===== src/rtl/shift_scheduler.sv =====
// shift_scheduler
//   Sequences the bucket-shift sweep engine. A down-counter times each sweep
//   period; when it expires the scheduler waits for the engine to report its
//   previous sweep finished, then issues a one-cycle watchdog pulse and
//   advances the (cur_bucket, cur_loop) pair the engine loads on restart.
//   Sweeps that are still running when the period expires are counted as
//   overruns.
//
// Ports
//   clk              in   clock
//   reset            in   asynchronous, active-high reset
//   sched_enable     in   1 = run periodic scheduling
//   period           in   cycles between fire attempts (0 behaves as 1)
//   sweep_done       in   level, 1 while the engine idles awaiting the watchdog
//   watchdog_signal  out  1-cycle pulse: restart sweep
//   cur_bucket       out  bucket index for the next sweep
//   cur_loop         out  loop index for the next sweep
//   epoch_tick       out  1-cycle pulse when cur_bucket wraps to 0
//   overrun_cnt      out  saturating count of late sweeps
//   busy             out  1 whenever the scheduler is not idle
//
// state | meaning
// ------+------------------------------------------------------------
// IDLE  | scheduling disabled, bucket/loop/overrun held
// RUN   | counting down the sweep period
// FIRE  | period expired, waiting for sweep_done to issue the pulse
// HOLD  | pulse issued, waiting for the engine to drop sweep_done
module shift_scheduler #(
    parameter int PERIOD_WIDTH = 32,
    parameter int NUM_BUCKETS  = 14,
    parameter int BITS_SHIFT   = 4,
    parameter int LOOP_WIDTH   = 12,
    parameter int OVR_WIDTH    = 16
) (
    input  logic                    clk,
    input  logic                    reset,
    input  logic                    sched_enable,
    input  logic [PERIOD_WIDTH-1:0] period,
    input  logic                    sweep_done,
    output logic                    watchdog_signal,
    output logic [BITS_SHIFT-1:0]   cur_bucket,
    output logic [LOOP_WIDTH-1:0]   cur_loop,
    output logic                    epoch_tick,
    output logic [OVR_WIDTH-1:0]    overrun_cnt,
    output logic                    busy
);

    typedef enum logic [1:0] {
        S_IDLE = 2'd0,
        S_RUN  = 2'd1,
        S_FIRE = 2'd2,
        S_HOLD = 2'd3
    } state_t;

    localparam logic [BITS_SHIFT-1:0] LAST_BUCKET = BITS_SHIFT'(NUM_BUCKETS - 1);

    state_t                  state_q, state_d;
    logic [PERIOD_WIDTH-1:0] cnt_q, cnt_d;
    logic [BITS_SHIFT-1:0]   bucket_q, bucket_d;
    logic [LOOP_WIDTH-1:0]   loop_q, loop_d;
    logic [OVR_WIDTH-1:0]    ovr_q, ovr_d;
    logic                    ovr_seen_q, ovr_seen_d;
    logic                    wd_q, wd_d;
    logic                    epoch_q, epoch_d;
    logic                    busy_q, busy_d;
    logic [PERIOD_WIDTH-1:0] reload_val;

    // A zero period behaves like a period of one so the counter never underflows.
    assign reload_val = (period == '0) ? '0 : period - PERIOD_WIDTH'(1);

    always_comb begin
        state_d    = state_q;
        cnt_d      = cnt_q;
        bucket_d   = bucket_q;
        loop_d     = loop_q;
        ovr_d      = ovr_q;
        ovr_seen_d = ovr_seen_q;
        wd_d       = 1'b0;
        epoch_d    = 1'b0;
        case (state_q)
            S_IDLE: begin
                if (sched_enable) begin
                    state_d = S_RUN;
                    cnt_d   = reload_val;
                end
            end
            S_RUN: begin
                if (!sched_enable) begin
                    state_d = S_IDLE;
                end else if (cnt_q == '0) begin
                    state_d    = S_FIRE;
                    ovr_seen_d = 1'b0;
                end else begin
                    cnt_d = cnt_q - PERIOD_WIDTH'(1);
                end
            end
            S_FIRE: begin
                if (sweep_done) begin
                    wd_d    = 1'b1;
                    state_d = S_HOLD;
                    if (bucket_q == LAST_BUCKET) begin
                        bucket_d = '0;
                        loop_d   = loop_q + LOOP_WIDTH'(1);
                        epoch_d  = 1'b1;
                    end else begin
                        bucket_d = bucket_q + BITS_SHIFT'(1);
                    end
                end else if (!ovr_seen_q) begin
                    // Only the first waiting cycle of a late sweep counts.
                    ovr_seen_d = 1'b1;
                    if (ovr_q != {OVR_WIDTH{1'b1}}) begin
                        ovr_d = ovr_q + OVR_WIDTH'(1);
                    end
                end
            end
            S_HOLD: begin
                if (!sweep_done) begin
                    if (sched_enable) begin
                        state_d = S_RUN;
                        cnt_d   = reload_val;
                    end else begin
                        state_d = S_IDLE;
                    end
                end
            end
            default: state_d = S_IDLE;
        endcase
        busy_d = (state_d != S_IDLE);
    end

    always_ff @(posedge clk or posedge reset) begin
        if (reset) begin
            state_q    <= S_IDLE;
            cnt_q      <= '0;
            bucket_q   <= '0;
            loop_q     <= '0;
            ovr_q      <= '0;
            ovr_seen_q <= 1'b0;
            wd_q       <= 1'b0;
            epoch_q    <= 1'b0;
            busy_q     <= 1'b0;
        end else begin
            state_q    <= state_d;
            cnt_q      <= cnt_d;
            bucket_q   <= bucket_d;
            loop_q     <= loop_d;
            ovr_q      <= ovr_d;
            ovr_seen_q <= ovr_seen_d;
            wd_q       <= wd_d;
            epoch_q    <= epoch_d;
            busy_q     <= busy_d;
        end
    end

    assign watchdog_signal = wd_q;
    assign cur_bucket      = bucket_q;
    assign cur_loop        = loop_q;
    assign epoch_tick      = epoch_q;
    assign overrun_cnt     = ovr_q;
    assign busy            = busy_q;

endmodule


===== config.mk =====
export PLATFORM = sky130hd
export DESIGN_NAME = shift_scheduler
export DESIGN_NICKNAME = d
export VERILOG_FILES = /design/src/rtl/shift_scheduler.sv
export SDC_FILE = /design/constraint.sdc
export NUM_CORES = 1
export LEC_CHECK = 0
export ABC_CLOCK_PERIOD_IN_PS = 7200
export CAP_MARGIN = 10
export CORE_AREA = 3 3 87 89
export CTS_CLUSTER_SIZE = 25
export DETAILED_ROUTE_END_ITERATION = 7
export DIE_AREA = 0 0 90 92
export DONT_BUFFER_PORTS = 1
export GPL_ROUTABILITY_DRIVEN = 0
export PLACE_DENSITY_LB_ADDON = 0.1
export RECOVER_POWER = 50
export SLEW_MARGIN = 20
export SYNTH_ARGS = -nofsm -noshare
export SYNTH_HDL_FRONTEND = slang
export SYNTH_SLANG_ARGS = --single-unit

===== constraint.sdc =====
create_clock -name clk -period 7.2 [get_ports clk]
set_clock_uncertainty 0.2 [all_clocks]
set_input_delay 1.08 -clock clk [delete_from_list [all_inputs] [get_ports clk]]
set_output_delay 1.08 -clock clk [all_outputs]
set_load 0.02 [all_outputs]

==> impl_metrics.json, run 1 <==
{
  "ir_drop_mv": 0.0964,
  "totalPowerFinal_uw": 917,
  "die_w_um": 90,
  "yosys.area.top_type": "dfrtp_1",
  "synth_edf_count": 0,
  "cts-root-buf": "clkbuf_8",
  "grt_max_degree": 49,
  "synthCells": 505,
  "ys.flop_type": "dfrtp_1",
  "combPwrFrac": 0.142,
  "met3_length_mm": 1.00,
  "rsz0062_at_grt": "no",
  "numClockSinks": 70,
  "routed.top_layer": "met4",
  "start_util": 0.648,
  "pwr-share-seq": 0.495,
  "grt.total_usage": 0.264,
  "antenna-diode-count": 0,
  "wl_met2_mm": 4.84,
  "yosysWarnings": 0,
  "clock_power_share": 0.364,
  "yosysMostFrequentCell": "dfrtp_1",
  "path_buf_inv": 2,
  "async_flop_share": 1.00,
  "hp-class": "reg2reg",
  "crit_required_ns": 6.93,
  "ys_ff_latch": 70,
  "synth_area_um2": 4430,
  "synth_common_cells": "70 x dfrtp_1, 50 x nand2_1, 46 x nor2_1, 42 x o21ai_0, 30 x xor2_1",
  "grt_pass1_wl_mm": 17.9,
  "status": "finished with violations",
  "cts_buffer_depth": 2,
  "area_growth_pct": 6.93,
  "crit_path_end_kind": "asynchronous set/reset pin",
  "drive_gt1_frac": 0.0902,
  "cts_tree": "done",
  "drc": 0,
  "h-tree-depth": 3,
  "clk_latency_ns": 0.35,
  "violations": "max-capacitance violations, max-slew violations",
  "crit_fanout": 48,
  "p_switching_uw": 278,
  "cap_viol_max_count": 1,
  "crit_family": "buffers and inverters",
  "synth.top_cell.area_share": 0.396,
  "critPathArrivalTime_ns": 3.58,
  "vias": 3977,
  "hold_viol_final": 0,
  "die_area_um2": 8280,
  "p_sw_frac": 0.303,
  "critical_path_class": "in2async",
  "drtIter0Drc": 318,
  "wl_per_cell_um": 17.6,
  "worstMarginPinSlew_ns": 2.54,
  "ios": 71,
  "antenna_found_initial": 0,
  "p_leak_nw": 1.88,
  "final.setup.tns_ns": 0,
  "io_buffer_count": 0,
  "drt-total-wl_mm": 10.7,
  "period_share": 0.536,
  "p_int_uw": 639,
  "clkTransAtPathRegs_ns": 0.08,
  "cp_slowest_cell": "clkbuf_1",
  "startpoint_type": "input port",
  "nNetsFinal": 545,
  "cts_buffers": 9,
  "syn_nets": 545,
  "cts_resized": 0,
  "ys_top_cells_by_area": "dfrtp_1 40%, xor2_1 5.9%, o21ai_0 4.7%",
  "max_slew_margin": -0.696,
  "postCtsHoldBufs": 0,
  "yosysSeqAreaShare": 0.396,
  "avgSynthCellArea_um2": 8.76,
  "grt_pass1_vias": 3803,
  "slew_violations": 49,
  "pwr_density_cell_nw_per_um2": 194,
  "layout_min_cycle_time_ns": 3.86,
  "ant_nets": 0,
  "wl_met1_mm": 4.53,
  "num_rows": 30,
  "coreArea_um2": 6830,
  "max_stage_delay_ns": 1.87,
  "final-setup-viol-count": 0,
  "vias_per_cell": 6.56,
  "crit_chain": "inv_1, clkbuf_1",
  "max_freq_mhz": 259,
  "synth_cell_types": 63,
  "first_pass_iters": 6,
  "chipHeight_um": 92,
  "grt-ovfl-total": 0,
  "cts_setup_buffers": 0,
  "dp_hpwl_mm": 7.72
}
==> through the flow <==
| stage | utilization | instance area [µm²] | setup slack [ns] | hold slack, ns | std cells |
|---|---|---|---|---|---|
| 6_report | 0.693 | 4730 | 3.34 | 0.299 | 606 |
| 3_5_place_dp | 0.663 | 4530 | 3.77 | 0.279 | 590 |
| 3_3_place_gp | 0.663 | 4530 | 3.85 | 0.267 | 590 |
| 2_1_floorplan | - | 4430 | 4.15 | 0.247 | 505 |
| 4_1_cts | 0.693 | 4740 | 3.79 | 0.299 | 606 |
| 5_1_grt | 0.693 | 4730 | 2.70 | 0.322 | 606 |
==> cell type report <==
| cell class | count | area (µm²) |
|---|---|---|
| clock buffer | 10 | 138 |
| fill | 533 | 2100 |
| sequential | 70 | 1750 |
| tap | 96 | 120 |
| inverter | 10 | 37.5 |
| multi-input combinational | 408 | 2570 |
| timing repair buffer | 6 | 41.3 |
| clock inverter | 6 | 70.1 |
==> path summary, 6_finish.rpt <==
path	startpoint	endpoint	slack, ns	depth (start not counted)
hold / removal	ovr_seen_q	ovr_seen_q	0.30	2
hold reg to reg	ovr_seen_q	ovr_seen_q	0.30	2
min in group asynchronous	reset	cur_loop[7]	0.58	1
setup / recovery	reset	cnt_q[27]	3.34	2
setup reg to reg	cnt_q[11]	cnt_q[18]	3.71	7
max in group clk	cnt_q[11]	cnt_q[18]	3.71	7
==> layout by cell type, fill, tap and decap left out, drive strengths merged, types with 3 or more instances in the layout <==
master and instances:
mux2 5, inv 11, a41oi 3, xnor2 20
nor4 25, o31ai 3, nand4 17, o311ai 4
o22ai 3, xor2 30, nand2b 7, a21oi 22
nand3 27, or3 6, clkinvlp 3, and4b 3
nand2 51, nor3 29, o211ai 3, nor2 47
and3 8, buf 5, a31oi 7, clkbuf 11
ha 4, dfrtp 70, o21ai 46
==> state kept, by name, indices dropped and copies added (netlist names) <==
| name | cells |
|---|---|
| cur_loop | 12 |
| cnt_q | 32 |
| epoch_tick | 1 |
| busy | 1 |
| cur_bucket | 4 |
| watchdog_signal | 1 |
| state_q | 2 |
| ovr_seen_q | 1 |
| overrun_cnt | 16 |
==> per-layer routing <==
metal | GRT usage | up-vias
met3 | 0.0648 | 27
met1 | 0.341 | 1857
met5 | 0 | -
met4 | 0.121 | 0
met2 | 0.421 | 221
li1 | - | 1872
==> worst min-delay path: cells and delay by family, from the launching register on <==
kind / cells / cell delay, ns
flip-flops: 1 / 0.37
AND/OR/NAND/NOR: 2 / 0.10
==> logic make-up after synthesis <==
group / after synthesis / synth area share
compound gates: 111 / 0.161
xor+xnor: 50 / 0.0990
fa+ha+maj: 4 / 0.0113
buf+inv: 27 / 0.0252
flops: 70 / 0.396
mux: 7 / 0.0172
simple gates: 236 / 0.291
==> power by group through the flow <==
stage / sequential (mW) / combinational [mW] / clock, mW
floorplan: 0.452 / 0.100 / 0
global placement: 0.459 / 0.125 / 0
detailed placement: 0.460 / 0.128 / 0
CTS: 0.452 / 0.128 / 0.340
global route: 0.457 / 0.145 / 0.357
finish: 0.454 / 0.130 / 0.334
No activity file was read; power rests on OpenSTA's default activity.
==> run 2, diff against run 1 <==
- ABC_CLOCK_PERIOD_IN_PS: 7200 -> 3690
- CORE_AREA: 3 3 87 89 -> 3 3 88 90
- DIE_AREA: 0 0 90 92 -> 0 0 91 93
- clock period: 7.2 -> 3.69 ns (I/O delays scaled with it)
==> impl_metrics.json, run 2 (synthesized netlist as in run 1, its figures left out) <==
{
  "gr-usage-met2": 0.397,
  "cap_viol_max_count": 0,
  "critPathArrivalTime_ns": 3.11,
  "drt-total-wl_mm": 10.4,
  "num_rows": 31,
  "p_leak_nw": 1.91,
  "largest-register": "cnt_q",
  "crit_fanout": 14,
  "drive_gt1_frac": 0.0971,
  "post-place-ws_ns": 0.655,
  "startpoint_type": "flop",
  "drc": 0,
  "critical_path_class": "reg2reg",
  "pwr-share-seq": 0.495,
  "clk_latency_ns": 0.34,
  "grt_pass1_vias": 3772,
  "grt_util_met1": 0.334,
  "ant_nets": 0,
  "grt-ovfl-total": 0,
  "crit_required_ns": 3.71,
  "coreArea_um2": 7140,
  "drtIter0Drc": 354,
  "io_buffer_count": 0,
  "dp_hpwl_mm": 7.67,
  "slew_violations": 0,
  "die_w_um": 91,
  "nNetsFinal": 550,
  "ir_drop_mv": 0.184,
  "wl_per_cell_um": 17.0,
  "vias": 3958,
  "worst_slack_ns": 0.593,
  "die_area_um2": 8460,
  "status": "finished, final reports clean",
  "first_pass_iters": 5,
  "p_switching_uw": 521,
  "max_slew_margin": 0.263,
  "cts_buffers": 9,
  "hold_viol_final": 0,
  "busiest_layer": "met2",
  "start_util": 0.620,
  "p_sw_frac": 0.291,
  "layout_min_cycle_time_ns": 3.10,
  "grt_max_degree": 37,
  "numClockSinks": 70,
  "whs_ns": 0.120,
  "cts-root-buf": "clkbuf_8",
  "period_share": 0.839,
  "worstMarginPinSlew_ns": 1.09,
  "p_int_mw": 1.27,
  "clkTransAtPathRegs_ns": 0.08,
  "vias_per_cell": 6.45,
  "combPwrFrac": 0.145,
  "grt_pass1_wl_mm": 17.6,
  "cts_setup_buffers": 0,
  "max_freq_mhz": 323,
  "rsz0062_at_grt": "no",
  "final-setup-viol-count": 0,
  "antenna_found_initial": 0,
  "chipHeight_um": 93,
  "antenna-diode-count": 0,
  "hold_depth": 1,
  "grt.total_usage": 0.254,
  "cts_buffer_depth": 2,
  "pwr_density_cell_nw_per_um2": 375,
  "use_met3": 0.0619,
  "mostFrequentLayoutCell": "dfrtp_1",
  "most-common-layout-cells": "70 x dfrtp_1, 50 x nand2_1, 46 x nor2_1",
  "reg2regPathDepth": 6,
  "final.fill_count": 593,
  "cts_tree": "done",
  "area_growth_pct": 7.92,
  "final.setup.tns_ns": 0,
  "crit_path_end_kind": "flop",
  "largest_reg_flops": 32,
  "ios": 71,
  "h-tree-depth": 3,
  "clock_power_share": 0.361,
  "hp-class": "in2reg"
}
[run 2: final timing paths]
kind	from	to	slack (ns)
worst max-delay path	cnt_q[11]	cnt_q[18]	0.59
worst min-delay path	sched_enable	busy	0.12
worst max register to register	cnt_q[11]	cnt_q[18]	0.59
worst min register to register	ovr_seen_q	ovr_seen_q	0.29
max in group asynchronous	reset	cnt_q[3]	1.18
min in group asynchronous	reset	cur_bucket[3]	0.67
[run 2: final cells by class]
type | count | area [µm²] | area share
clock inverter | 5 | 56.3 | 0.0118
multi-input combinational | 408 | 2570 | 0.539
sequential | 70 | 1750 | 0.367
clock buffer | 11 | 151 | 0.0317
tap | 99 | 124 | 0.0259
inverter | 10 | 37.5 | 0.00786
timing repair buffer | 11 | 81.3 | 0.0170
[run 2: per-layer routing]
| metal | up-vias | part of all wire |
|---|---|---|
| met2 | 219 | 0.46 |
| met3 | 28 | 0.092 |
| met4 | 0 | 0.026 |
| met5 | - | 0 |
| met1 | 1819 | 0.43 |
| li1 | 1892 | - |
[run 2: through the flow]
stage          total power [mW]  cell area (µm²)   util  cells
5_1_grt                    1.88             4780  0.669    614
3_3_place_gp               1.15             4560  0.639    597
6_report                   1.79             4780  0.669    614
4_1_cts                    1.80             4780  0.670    614
3_5_place_dp               1.15             4560  0.639    597
2_1_floorplan              1.08             4430      -    505
[run 2: critical path: stages, from the launching register on]
cell and delay [ns]:
dfrtp_1 0.44, nor4_2 0.57, nand4b_1 0.28, o41ai_4 0.84, nor2_2 0.25, a221oi_2 0.29
o31ai_1 0.10
[run 2: timing repair]
action,4_1_cts,5_1_grt
endpoints found under the hold margin,25,0
gates resized for setup,0,0
hold buffers,1,0
[run 2: power by group through the flow]
stage          combinational, mW  clock (mW)  sequential (mW)
3_3_place_gp               0.250           0            0.895
6_report                   0.259       0.645            0.886
4_1_cts                    0.256       0.656            0.884
3_5_place_dp               0.255           0            0.898
2_1_floorplan              0.196           0            0.881
5_1_grt                    0.293       0.689            0.894
==> RTL edit (config.mk and constraints of run 2) <==
The parameter `LOOP_WIDTH` goes from 12 to 16.
--- a/src/rtl/shift_scheduler.sv
+++ b/src/rtl/shift_scheduler.sv
@@ -29,7 +29,7 @@
     parameter int PERIOD_WIDTH = 32,
     parameter int NUM_BUCKETS  = 14,
     parameter int BITS_SHIFT   = 4,
-    parameter int LOOP_WIDTH   = 12,
+    parameter int LOOP_WIDTH   = 16,
     parameter int OVR_WIDTH    = 16
 ) (
     input  logic                    clk,
Ports: changed (resized cur_loop); port bits go from 71 to 75. The function was not compared with the original's and may differ.
==> RTL edit against run 2 <==
- routed wire length shrank 4.8%
- largest cell class unchanged
- fmax grew 8.1%
- worst setup slack gained 230 ps
- sequential cell count grew 4
- area after synthesis shrank 0.45%
- die area is the same
- power shrank 3.0%
- final area shrank 1.8%
==> RTL edit: results (changes against run 2) <==
The logs give 56 (-11%) for the number of library cell types mapped by synthesis and 0.552 (+0.057) for the share of power burned in registers. The XOR/XNOR share of the synthesized area is 0.1153 (+0.01635). Counting instances in the post-synthesis netlist gives the leading cell types as 74 x dfrtp_1, 45 x nor2_1, 44 x nand2_1.

The routed via count divided by cell count was 6.347 (-1.5%). The highest ir drop seen on vdd is 0.0001728 V (-6.1%), and the average instance area after synthesis is 9.009 um^2 (+2.8%). The tools report the static leakage power as 0.001851 uW (-3.2%). The post-placement setup slack is 793.9 ps (+139.3 ps). The first-pass GRT wire length was 16920 um (-3.8%); the cell count after placement was 578 (-3.2%).

Sorting the synthesized cells by area gives the leading types as dfrtp_1 42%, xnor2_1 7.2%, xor2_1 4.4%. The run gives 0.4203 (+0.02452) as the fraction of the yosys area taken by sequential cells. The violation count after the first detailed-routing iteration was 184 (-48%); the via count of the first global-routing pass was 3622 (-4.0%). The run finished with clean final reports. The arrival time of the worst setup path is 2880 ps (-230 ps). The area fraction in compound gates after synthesis is 0.1437 (-0.01716), and the detailed-placement wirelength estimate is 7269 um (-5.2%).

Biggest fanout along the worst timing path: 17 (+3). The power of the combinational group is 225 uW (-13%). The share of final-layout standard cells stronger than drive strength 1 came out at 0.06883 (-0.02826). The final total power is 1736 uW (-3.0%), and the multiplexer share of the synthesized area is 0.007384 (-0.009862). The fill cell instance count of the final layout came out at 617 (+4.0%). The transition at the pin with the smallest max-transition slack came out at 1250 ps (+158.9 ps). The final routed wire length divided by cell count was 16.75 um (-1.5%); the final net count was 530 (-3.6%).

The worst reg2reg path depth is 7 (+1), and the number of search-and-repair iterations in the first detailed-routing pass is 4 (-1).
[RTL edit: cell count changes in the layout (fill, tap and decap cells not counted), moves of 6 or more]
cell	before	now
nor4_1	20	11
xnor2_1	20	36
a21oi_1	21	14
nand2_1	50	44
or3_1	6	12
xor2_1	30	22
o211ai_1	3	12
[RTL edit: final timing paths]
kind	start	end	slack, ps
setup / recovery	cnt_q[18]$_DFFE_PP0P_	cnt_q[15]$_DFFE_PP0P_	820
hold / removal	sweep_done	ovr_seen_q$_DFFE_PP0P_	100
setup reg to reg	cnt_q[18]$_DFFE_PP0P_	cnt_q[15]$_DFFE_PP0P_	820
hold reg to reg	ovr_seen_q$_DFFE_PP0P_	ovr_seen_q$_DFFE_PP0P_	310
max in group asynchronous	reset	cnt_q[11]$_DFFE_PP0P_	2240
min in group asynchronous	reset	cur_loop[12]$_DFFE_PP0P_	240
[RTL edit: per-layer routing]
| metal | up-vias | wire (um) | part of all wire | track usage |
|---|---|---|---|---|
| met4 | 0 | 175 | 0.018 | 0.09045 |
| met1 | 1756 | 4418 | 0.44 | 0.3409 |
| met2 | 183 | 4475 | 0.45 | 0.3716 |
| met3 | 20 | 865 | 0.087 | 0.04827 |
| met5 | - | 0 | 0 | 0 |
| li1 | 1805 | - | - | - |
[RTL edit: critical path: stages (launching register included)]
cell and delay, ps:
dfrtp_1 440, nor3_1 460, nand4b_1 300, or3_1 400, o21ai_1 410, buf_4 300, or4_1 130, o211ai_1 80
[RTL edit: cell type report]
type	instances	area [um^2]	share of cell area
clock inverters	5	31.28	0.006670
inverters	7	26.28	0.005603
clock buffers	10	137.6	0.02935
flip-flops and latches	74	1852	0.3949
multi-input cells	393	2469	0.5264
well taps	99	123.9	0.02641
repair buffers	5	50.05	0.01067
